<file path="config.mk">
export PLATFORM = sky130hd
export DESIGN_NAME = core_input_buf_mb_flat
export DESIGN_NICKNAME = d
export VERILOG_FILES = /design/src/rtl/core_input_buf_mb_if.sv /design/src/rtl/core_input_buf_mb.sv /design/src/flat_wrapper.sv
export SDC_FILE = /design/constraint.sdc
export NUM_CORES = 1
export LEC_CHECK = 0
export CORE_UTILIZATION = 65
export DETAILED_ROUTE_END_ITERATION = 6
export DONT_BUFFER_PORTS = 1
export GPL_ROUTABILITY_DRIVEN = 0
export HOLD_SLACK_MARGIN = 0.06
export PLACE_DENSITY = 0.82
export SLEW_MARGIN = 40
export SYNTH_ARGS = -nofsm -noshare
export SYNTH_HDL_FRONTEND = slang
export SYNTH_SLANG_ARGS = --single-unit
export TNS_END_PERCENT = 100
</file>
<file path="constraint.sdc">
create_clock -name CLK -period 6.2 [get_ports CLK]
set_clock_uncertainty 0.05 [all_clocks]
set_input_delay 1.86 -clock CLK [delete_from_list [all_inputs] [get_ports CLK]]
set_output_delay 1.86 -clock CLK [all_outputs]
set_load 0.05 [all_outputs]
</file>
<file path="src/rtl/core_input_buf_mb_if.sv">
// Bus bundle for the multi-block SHA-256 input buffer.
// The master drives writes, commits, reads and releases; the slave is the buffer.
`timescale 1ns/1ps
interface core_input_buf_mb_if #(
   parameter int WIDTH   = 32,
   parameter int NBLOCKS = 2
);
   logic [WIDTH-1:0]           din;
   logic [3:0]                 wr_addr;
   logic                       wr_en;
   logic                       wr_commit;
   logic                       wr_rdy;
   logic [WIDTH-1:0]           dout;
   logic                       rd_en;
   logic [3:0]                 rd_addr;
   logic                       rd_release;
   logic                       rd_rdy;
   logic [$clog2(NBLOCKS):0]   blk_count;

   modport master (
      output din, wr_addr, wr_en, wr_commit, rd_en, rd_addr, rd_release,
      input  wr_rdy, dout, rd_rdy, blk_count
   );

   modport slave (
      input  din, wr_addr, wr_en, wr_commit, rd_en, rd_addr, rd_release,
      output wr_rdy, dout, rd_rdy, blk_count
   );
endinterface

</file>
<file path="src/rtl/core_input_buf_mb.sv">
// Circular queue of NBLOCKS 16-word blocks feeding a SHA-256 core.
// Writer fills and commits whole blocks; reader consumes the oldest block and releases it.
`timescale 1ns/1ps
module core_input_buf_mb #(
   parameter int WIDTH   = 32,
   parameter int NBLOCKS = 2,
   parameter bit SWAP_EN = 1'b1
) (
   input logic              CLK,
   input logic              RST,
   core_input_buf_mb_if.slave bus
);
   localparam int PTR_W  = $clog2(NBLOCKS);
   localparam int CNT_W  = PTR_W + 1;
   localparam int ADDR_W = PTR_W + 4;
   localparam int DEPTH  = NBLOCKS * 16;
   localparam logic [CNT_W-1:0] FULL_CNT = CNT_W'(NBLOCKS);

   function automatic logic [WIDTH-1:0] byte_rev(input logic [WIDTH-1:0] d);
      logic [WIDTH-1:0] r;
      r = '0;
      for (int i = 0; i < WIDTH/8; i++) begin
         r[8*i +: 8] = d[WIDTH-8-8*i +: 8];
      end
      return r;
   endfunction

   logic [PTR_W-1:0]  wr_ptr;
   logic [PTR_W-1:0]  rd_ptr;
   logic [CNT_W-1:0]  count;
   logic [WIDTH-1:0]  mem [DEPTH];
   logic [WIDTH-1:0]  dout_p1;

   logic              wr_rdy_c;
   logic              rd_rdy_c;
   logic              write_ok;
   logic              commit_ok;
   logic              release_ok;
   logic [ADDR_W-1:0] wr_phys;
   logic [ADDR_W-1:0] rd_phys;
   logic [WIDTH-1:0]  wdata;

   // Flow control depends only on the block count, so a stalled writer and
   // reader can both act in the same cycle without combinational loops.
   assign wr_rdy_c   = (count != FULL_CNT);
   assign rd_rdy_c   = (count != '0);
   assign write_ok   = bus.wr_en      && wr_rdy_c;
   assign commit_ok  = bus.wr_commit  && wr_rdy_c;
   assign release_ok = bus.rd_release && rd_rdy_c;
   assign wr_phys    = {wr_ptr, bus.wr_addr};
   assign rd_phys    = {rd_ptr, bus.rd_addr};
   assign wdata      = SWAP_EN ? byte_rev(bus.din) : bus.din;

   always_ff @(posedge CLK or posedge RST) begin
      if (RST) begin
         wr_ptr <= '0;
         rd_ptr <= '0;
         count  <= '0;
      end else begin
         if (commit_ok)  wr_ptr <= wr_ptr + PTR_W'(1);
         if (release_ok) rd_ptr <= rd_ptr + PTR_W'(1);
         unique case ({commit_ok, release_ok})
            2'b10:   count <= count + CNT_W'(1);
            2'b01:   count <= count - CNT_W'(1);
            default: count <= count;
         endcase
      end
   end

   always_ff @(posedge CLK) begin
      if (write_ok) mem[wr_phys] <= wdata;
   end

   // Read stage: one-cycle latency, read-first against a same-cycle write.
   always_ff @(posedge CLK or posedge RST) begin
      if (RST) begin
         dout_p1 <= '0;
      end else if (bus.rd_en) begin
         dout_p1 <= mem[rd_phys];
      end
   end

   assign bus.dout      = dout_p1;
   assign bus.wr_rdy    = wr_rdy_c;
   assign bus.rd_rdy    = rd_rdy_c;
   assign bus.blk_count = count;

   a_count_bound: assert property (@(posedge CLK) disable iff (RST) count <= FULL_CNT);
endmodule

</file>
<file path="src/flat_wrapper.sv">
// flat-port wrapper written by rule: the top's interface ports become plain ports
module core_input_buf_mb_flat 
#(
   parameter int WIDTH   = 32,
   parameter int NBLOCKS = 2,
   parameter bit SWAP_EN = 1'b1
)
  (CLK, RST, bus_din, bus_wr_addr, bus_wr_en, bus_wr_commit, bus_rd_en, bus_rd_addr, bus_rd_release, bus_wr_rdy, bus_dout, bus_rd_rdy, bus_blk_count);
  core_input_buf_mb_if #(.WIDTH(WIDTH), .NBLOCKS(NBLOCKS)) bus_i ();
  input logic CLK;
  input logic RST;
  input wire logic [$bits(bus_i.din)-1:0] bus_din;
  input wire logic [$bits(bus_i.wr_addr)-1:0] bus_wr_addr;
  input wire logic [$bits(bus_i.wr_en)-1:0] bus_wr_en;
  input wire logic [$bits(bus_i.wr_commit)-1:0] bus_wr_commit;
  input wire logic [$bits(bus_i.rd_en)-1:0] bus_rd_en;
  input wire logic [$bits(bus_i.rd_addr)-1:0] bus_rd_addr;
  input wire logic [$bits(bus_i.rd_release)-1:0] bus_rd_release;
  output wire logic [$bits(bus_i.wr_rdy)-1:0] bus_wr_rdy;
  output wire logic [$bits(bus_i.dout)-1:0] bus_dout;
  output wire logic [$bits(bus_i.rd_rdy)-1:0] bus_rd_rdy;
  output wire logic [$bits(bus_i.blk_count)-1:0] bus_blk_count;
  assign bus_i.din = bus_din;
  assign bus_i.wr_addr = bus_wr_addr;
  assign bus_i.wr_en = bus_wr_en;
  assign bus_i.wr_commit = bus_wr_commit;
  assign bus_i.rd_en = bus_rd_en;
  assign bus_i.rd_addr = bus_rd_addr;
  assign bus_i.rd_release = bus_rd_release;
  assign bus_wr_rdy = bus_i.wr_rdy;
  assign bus_dout = bus_i.dout;
  assign bus_rd_rdy = bus_i.rd_rdy;
  assign bus_blk_count = bus_i.blk_count;
  core_input_buf_mb #(.WIDTH(WIDTH), .NBLOCKS(NBLOCKS), .SWAP_EN(SWAP_EN)) u_core (.CLK(CLK), .RST(RST), .bus(bus_i));
endmodule
</file>
==> impl_metrics.env, run 1 <==
export IMPL_vias=22129
export IMPL_regToRegEndpoint="u_core.mem[17][18]"
export IMPL_timing_setup_tns_ns=0
export IMPL_setup_viol=0
export IMPL_ys_seq_elements=1060
export IMPL_grt_ovfl_total=0
export IMPL_seqPwrFrac_pct=54.5
export IMPL_cp_end_kind="register"
export IMPL_p_clk_share_pct=38.5
export IMPL_drt_wirelength_per_cell_um=31.3
export IMPL_finalMaxSlewViolations=0
export IMPL_r2r_start="u_core.bus.blk_count[0]"
export IMPL_cts_tree="built"
export IMPL_post_cts_resized=0
export IMPL_grt_pass1_wl_um=144000
export IMPL_io_pins=82
export IMPL_fin_cells=3188
export IMPL_hold_violations=0
export IMPL_p_int_mw=11.9
export IMPL_most_common_layout_cells="edfxtp_1, mux2i_1, a22oi_1"
export IMPL_grt_antenna_before_repair=2
export IMPL_ant_nets=0
export IMPL_required_ns=6.68
export IMPL_clock_sinks=1060
export IMPL_crit_top_cell="buf_16"
export IMPL_switching_share_pct=24.5
export IMPL_worst_pin_slew_ns=0.918
export IMPL_hold_class="register to register"
export IMPL_dp_hpwl_um=56400
export IMPL_path_buf_inv=4
export IMPL_drive_above_1_share_pct=12.6
export IMPL_period_share_pct=86.7
export IMPL_grt_usage_pct=31.3
export IMPL_port_buffer_count=0
export IMPL_die_h_um=253
export IMPL_ctsHoldBuffers=0
export IMPL_grt_setup_unrepaired="no"
export IMPL_p_sw_mw=3.87
export IMPL_dp_slack_ns=1.79
export IMPL_cp_cell_sequence="buf_16 -> buf_16 -> buf_16 -> buf_16 -> mux2i_1 -> a22oi_1 -> a21oi_1 -> nor4_1 -> mux2_2"
export IMPL_post_route_min_period_ns=5.37
export IMPL_max_slew_margin_rel_pct=38.8
export IMPL_fin_util_pct=74.4
export IMPL_whs_endpoint="u_core.rd_ptr"
export IMPL_worst_r2r_path_depth=6
export IMPL_syn_cell_area_mm2=0.0411
export IMPL_setup_ws_ns=0.825
export IMPL_cts_setup_buffers=0
export IMPL_ir_drop_mv=0.267
export IMPL_hold_start="u_core.rd_ptr"
export IMPL_placed_cells=2993
export IMPL_fin_total_pwr_mw=15.8
export IMPL_cts_buffer_depth=3
export IMPL_drt_total_wl_um=99900
export IMPL_h_tree_depth=3
export IMPL_worstPathArrival_ns=5.86
export IMPL_cts_clk_slew_worst_paths_ns=0.06
export IMPL_critPathMaxFanout=125
export IMPL_antenna_cells=0
export IMPL_syn_nets=2267
export IMPL_die_area_mm2=0.0642
export IMPL_path_depth=9
export IMPL_viasPerCell=6.94
export IMPL_drc_errors=0
export IMPL_cts_root_buf="clkbuf_16"
export IMPL_rows=91
export IMPL_start_util_pct=66.2
export IMPL_postSynthAreaPerCell_um2=18.5
export IMPL_yosys_warnings=0
export IMPL_final_common_cell="edfxtp_1"
export IMPL_status="finished clean"
export IMPL_hold_depth=1
export IMPL_area_growth_pct=12.4
export IMPL_ys_types=30
export IMPL_path_delay_family="buffers and inverters"
export IMPL_grt_pass1_vias=22175
export IMPL_slowest_stage="buf_16"
export IMPL_grt_max_degree=513
export IMPL_combPwrFrac_pct=7.1
export IMPL_worst_setup_path_type="primary input to register"
export IMPL_start_kind="primary input"
export IMPL_netlist_instances=2220
export IMPL_rrSetupSlack_ns=2.04
export IMPL_seq_area_frac_synth_pct=77.1
export IMPL_leakage_nw=15.7
export IMPL_slowest_delay_ns=0.61
export IMPL_dr_pass1_iters=5
export IMPL_cts_made_buffers=99
export IMPL_fin_nets=2312
export IMPL_p_per_area_mw_per_mm2=343
export IMPL_dieWidth_um=253
export IMPL_fmax_ghz=0.186
export IMPL_coreArea_mm2=0.0621
export IMPL_worstSetupStartpoint="bus_rd_addr[0]"
export IMPL_first_iter_violations=3182
export IMPL_worstSkewPairLatency_ns=0.66
export IMPL_cap_violations=0
==> cells in the mapped netlist <==
master	count	area (um^2)
a21oi_1	128	641
a22oi_1	256	1920
and2_1	2	12.5
buf_1	16	60.1
buf_12	1	20.0
buf_2	13	65.1
buf_4	31	233
buf_6	22	248
clkbuf_1	46	173
clkbuf_4	3	22.5
dfrtp_1	36	901
edfxtp_1	1024	30700
ha_1	1	12.5
inv_1	1	3.75
mux2_2	32	360
mux2i_1	512	5120
nand2_1	6	22.5
nand2b_1	3	18.8
nand3_1	1	5.00
nand3b_1	3	22.5
nand4_1	1	6.26
nor2_1	37	139
nor2b_1	2	12.5
nor4_1	32	200
or2_1	1	6.26
or2_2	1	6.26
or3_1	2	12.5
or3b_2	2	17.5
xnor2_1	3	26.3
xor2_1	2	17.5
==> metrics by stage <==
stage | instance area (um^2) | hold WS (ns)
CTS | 46000 | 0.642
global route | 46200 | 0.676
floorplan | 41100 | 0.439
global placement | 41900 | 0.516
finish | 46200 | 0.632
detailed placement | 42700 | 0.622
==> sequential cells by signal (all words and copies together) (netlist names) <==
signal and cells:
u_core.mem 1024, u_core.wr_ptr 1, u_core.rd_ptr 1, u_core.bus.blk_count 2, u_core.bus.dout 32
==> worst max path at each step <==
stage                           to  slack, ns
2_1_floorplan    u_core.mem[28][0]       1.94
3_3_place_gp     u_core.mem[19][6]       1.88
3_5_place_dp     u_core.mem[7][22]       1.79
4_1_cts          u_core.mem[7][25]       2.00
5_1_grt        u_core.bus.dout[14]       0.66
6_report       u_core.bus.dout[14]       0.83
==> worst register-to-register path: stages, from the launching register on <==
cell and delay, ns:
dfrtp_1 0.71, nand2b_1 0.80, nand2_1 0.24, nor2_1 0.24, nand2_1 0.50, nor2_4 0.85, buf_4 0.45
==> metal layers <==
layer / track usage [%] / vias up / share of wire (%)
met4: 12.5 / 0 / 3.4
met3: 6.75 / 218 / 11
met2: 49.5 / 1585 / 48
li1: - / 9091 / -
met1: 42.8 / 11235 / 37
met5: 0 / - / 0
==> final cells by class <==
cell class	instances	area, um^2
fillers	3289	15900
clock buffers	126	2620
flip-flops and latches	1060	31700
clock inverters	61	619
inverters	1	3.75
well taps	837	1050
multi-input cells	1027	8880
repair buffers	76	1340
==> power by group through the flow <==
stage | Clock [mW] | Sequential, mW | Combinational (mW)
3_3_place_gp | 0 | 8.75 | 0.930
2_1_floorplan | 0 | 8.68 | 0.728
3_5_place_dp | 0 | 8.76 | 1.00
4_1_cts | 6.09 | 8.62 | 1.01
5_1_grt | 6.37 | 8.63 | 1.17
6_report | 6.08 | 8.61 | 1.12
==> kinds of logic (layout without fill, tap and decap cells) <==
family,after synthesis,count (layout),share of synthesized area [%]
DFF,1060,1060,77.1
muxes,544,544,13.4
AOI/OAI and AO/OA,384,384,6.24
buffers and inverters,133,264,2.01
and+or+nand+nor,93,93,1.17
xor gates and xnor gates,5,5,0.107
adders and majority gates,1,1,0.0305
(Power assumes the default switching activity.)
==> run 2: changes to the inputs <==
Settings changed: HOLD_SLACK_MARGIN 0.06 to 0.15, SLEW_MARGIN 40 to 15.
==> impl_metrics.env, run 2 (synthesis gave the netlist of run 1 again) <==
export IMPL_ant_nets=0
export IMPL_most_common_layout_cells="edfxtp_1, mux2i_1, a22oi_1"
export IMPL_post_route_min_period_ns=4.84
export IMPL_clock_sinks=1060
export IMPL_cts_tree="built"
export IMPL_setup_viol=0
export IMPL_worstSetupStartpoint="bus_rd_addr[0]"
export IMPL_first_iter_violations=3037
export IMPL_dieWidth_um=253
export IMPL_start_kind="primary input"
export IMPL_required_ns=6.68
export IMPL_cap_violations=0
export IMPL_fmax_ghz=0.206
export IMPL_cp_end_kind="register"
export IMPL_port_buffer_count=0
export IMPL_dp_slack_ns=1.82
export IMPL_worst_setup_path_type="primary input to register"
export IMPL_io_pins=82
export IMPL_start_util_pct=66.2
export IMPL_h_tree_depth=3
export IMPL_fin_total_pwr_mw=15.7
export IMPL_grt_ovfl_total=0
export IMPL_die_h_um=253
export IMPL_max_slew_margin_rel_pct=-114
export IMPL_rows=91
export IMPL_cp_cell_sequence="mux2i_1 -> a22oi_1 -> a21oi_1 -> nor4_1 -> mux2_2"
export IMPL_critPathMaxFanout=512
export IMPL_worstPathArrival_ns=5.33
export IMPL_drive_above_1_share_pct=11.6
export IMPL_grt_max_degree=513
export IMPL_slowest_stage="mux2i_1"
export IMPL_worst_pin_slew_ns=3.21
export IMPL_r2r_start="u_core.bus.blk_count[0]"
export IMPL_viasPerCell=6.93
export IMPL_drt_wirelength_per_cell_um=31.3
export IMPL_grt_antenna_before_repair=2
export IMPL_setup_ws_ns=1.36
export IMPL_violations="max-slew violations"
export IMPL_period_share_pct=78.1
export IMPL_dp_hpwl_um=52500
export IMPL_leakage_nw=15.4
export IMPL_dr_pass1_iters=6
export IMPL_hold_class="register to register"
export IMPL_top_register="u_core.mem"
export IMPL_fin_cells=3157
export IMPL_grt_pass1_wl_um=142000
export IMPL_largest_reg_flops=1024
export IMPL_ctsHoldBuffers=0
export IMPL_coreArea_mm2=0.0621
export IMPL_cts_buffer_depth=3
export IMPL_grt_pass1_vias=21577
export IMPL_die_area_mm2=0.0642
export IMPL_cts_clk_slew_worst_paths_ns=0.06
export IMPL_cts_root_buf="clkbuf_16"
export IMPL_area_growth_pct=10.7
export IMPL_post_cts_resized=0
export IMPL_grt_setup_unrepaired="no"
export IMPL_finalMaxSlewViolations=470
export IMPL_hold_start="u_core.rd_ptr"
export IMPL_status="complete, but fails checks"
export IMPL_worstSkewPairLatency_ns=0.68
export IMPL_hold_violations=0
export IMPL_cts_made_buffers=99
export IMPL_p_per_area_mw_per_mm2=346
export IMPL_rrSetupSlack_ns=1.94
export IMPL_final_common_cell="edfxtp_1"
export IMPL_drc_errors=0
export IMPL_fin_nets=2285
export IMPL_n_fill_cell=3361
export IMPL_slowest_delay_ns=0.93
export IMPL_timing_setup_tns_ns=0
export IMPL_placed_cells=2966
export IMPL_grt_usage_pct=30.8
export IMPL_antenna_cells=0
export IMPL_vias=21886
export IMPL_drt_total_wl_um=98700
export IMPL_cts_setup_buffers=0
export IMPL_ir_drop_mv=0.264
-- run 2: final timing paths --
| kind | end | cells after the start |
|---|---|---|
| worst max-delay path | u_core.bus.dout[13] | 5 |
| worst min-delay path | u_core.rd_ptr | 1 |
| worst max register to register | u_core.mem[19][5] | 4 |
| worst min register to register | u_core.rd_ptr | 1 |
| max in group asynchronous | u_core.bus.dout[3] | 2 |
| min in group asynchronous | u_core.bus.dout[25] | 2 |
-- run 2: cell type report --
cell class	count	area [um^2]	area share (%)
Timing Repair Buffer	49	681	1.50
Inverter	1	3.75	0.00826
Multi-Input combinational cell	1027	8860	19.5
Clock buffer	131	2670	5.87
Tap cell	837	1050	2.30
Sequential cell	1060	31700	69.6
Clock inverter	52	539	1.19
-- run 2: critical path: cells and delay by family --
| kind | cells | cell delay (ns) |
|---|---|---|
| AO/OA/AOI/OAI | 2 | 0.63 |
| multiplexers | 2 | 1.21 |
| AND/OR/NAND/NOR | 1 | 0.14 |
-- run 2: power by group --
group	switching (mW)	total, mW	internal [mW]
Clock	2.63	6.05	3.42
Combinational	0.646	1.05	0.403
Sequential	0.519	8.61	8.09
-- run 2: metal layers --
| metal | global-route usage [%] | part of all wire, % | vias to the layer above | wire (um) |
|---|---|---|---|---|
| li1 | - | - | 9033 | - |
| met3 | 5.76 | 11 | 222 | 10800 |
| met1 | 43.4 | 37 | 11103 | 36700 |
| met4 | 11.1 | 3.6 | 0 | 3590 |
| met5 | 0 | 0 | - | 0 |
| met2 | 48.8 | 48 | 1528 | 47700 |
-- run 2: through the flow --
| step | hold WS (ns) | instance area (um^2) | utilization [%] |
|---|---|---|---|
| after floorplan | 0.439 | 41100 | - |
| after global placement | 0.516 | 41900 | 67.5 |
| after detailed placement | 0.530 | 42100 | 67.8 |
| after CTS | 0.542 | 45300 | 72.9 |
| after global routing | 0.555 | 45400 | 73.2 |
| final | 0.539 | 45400 | 73.2 |
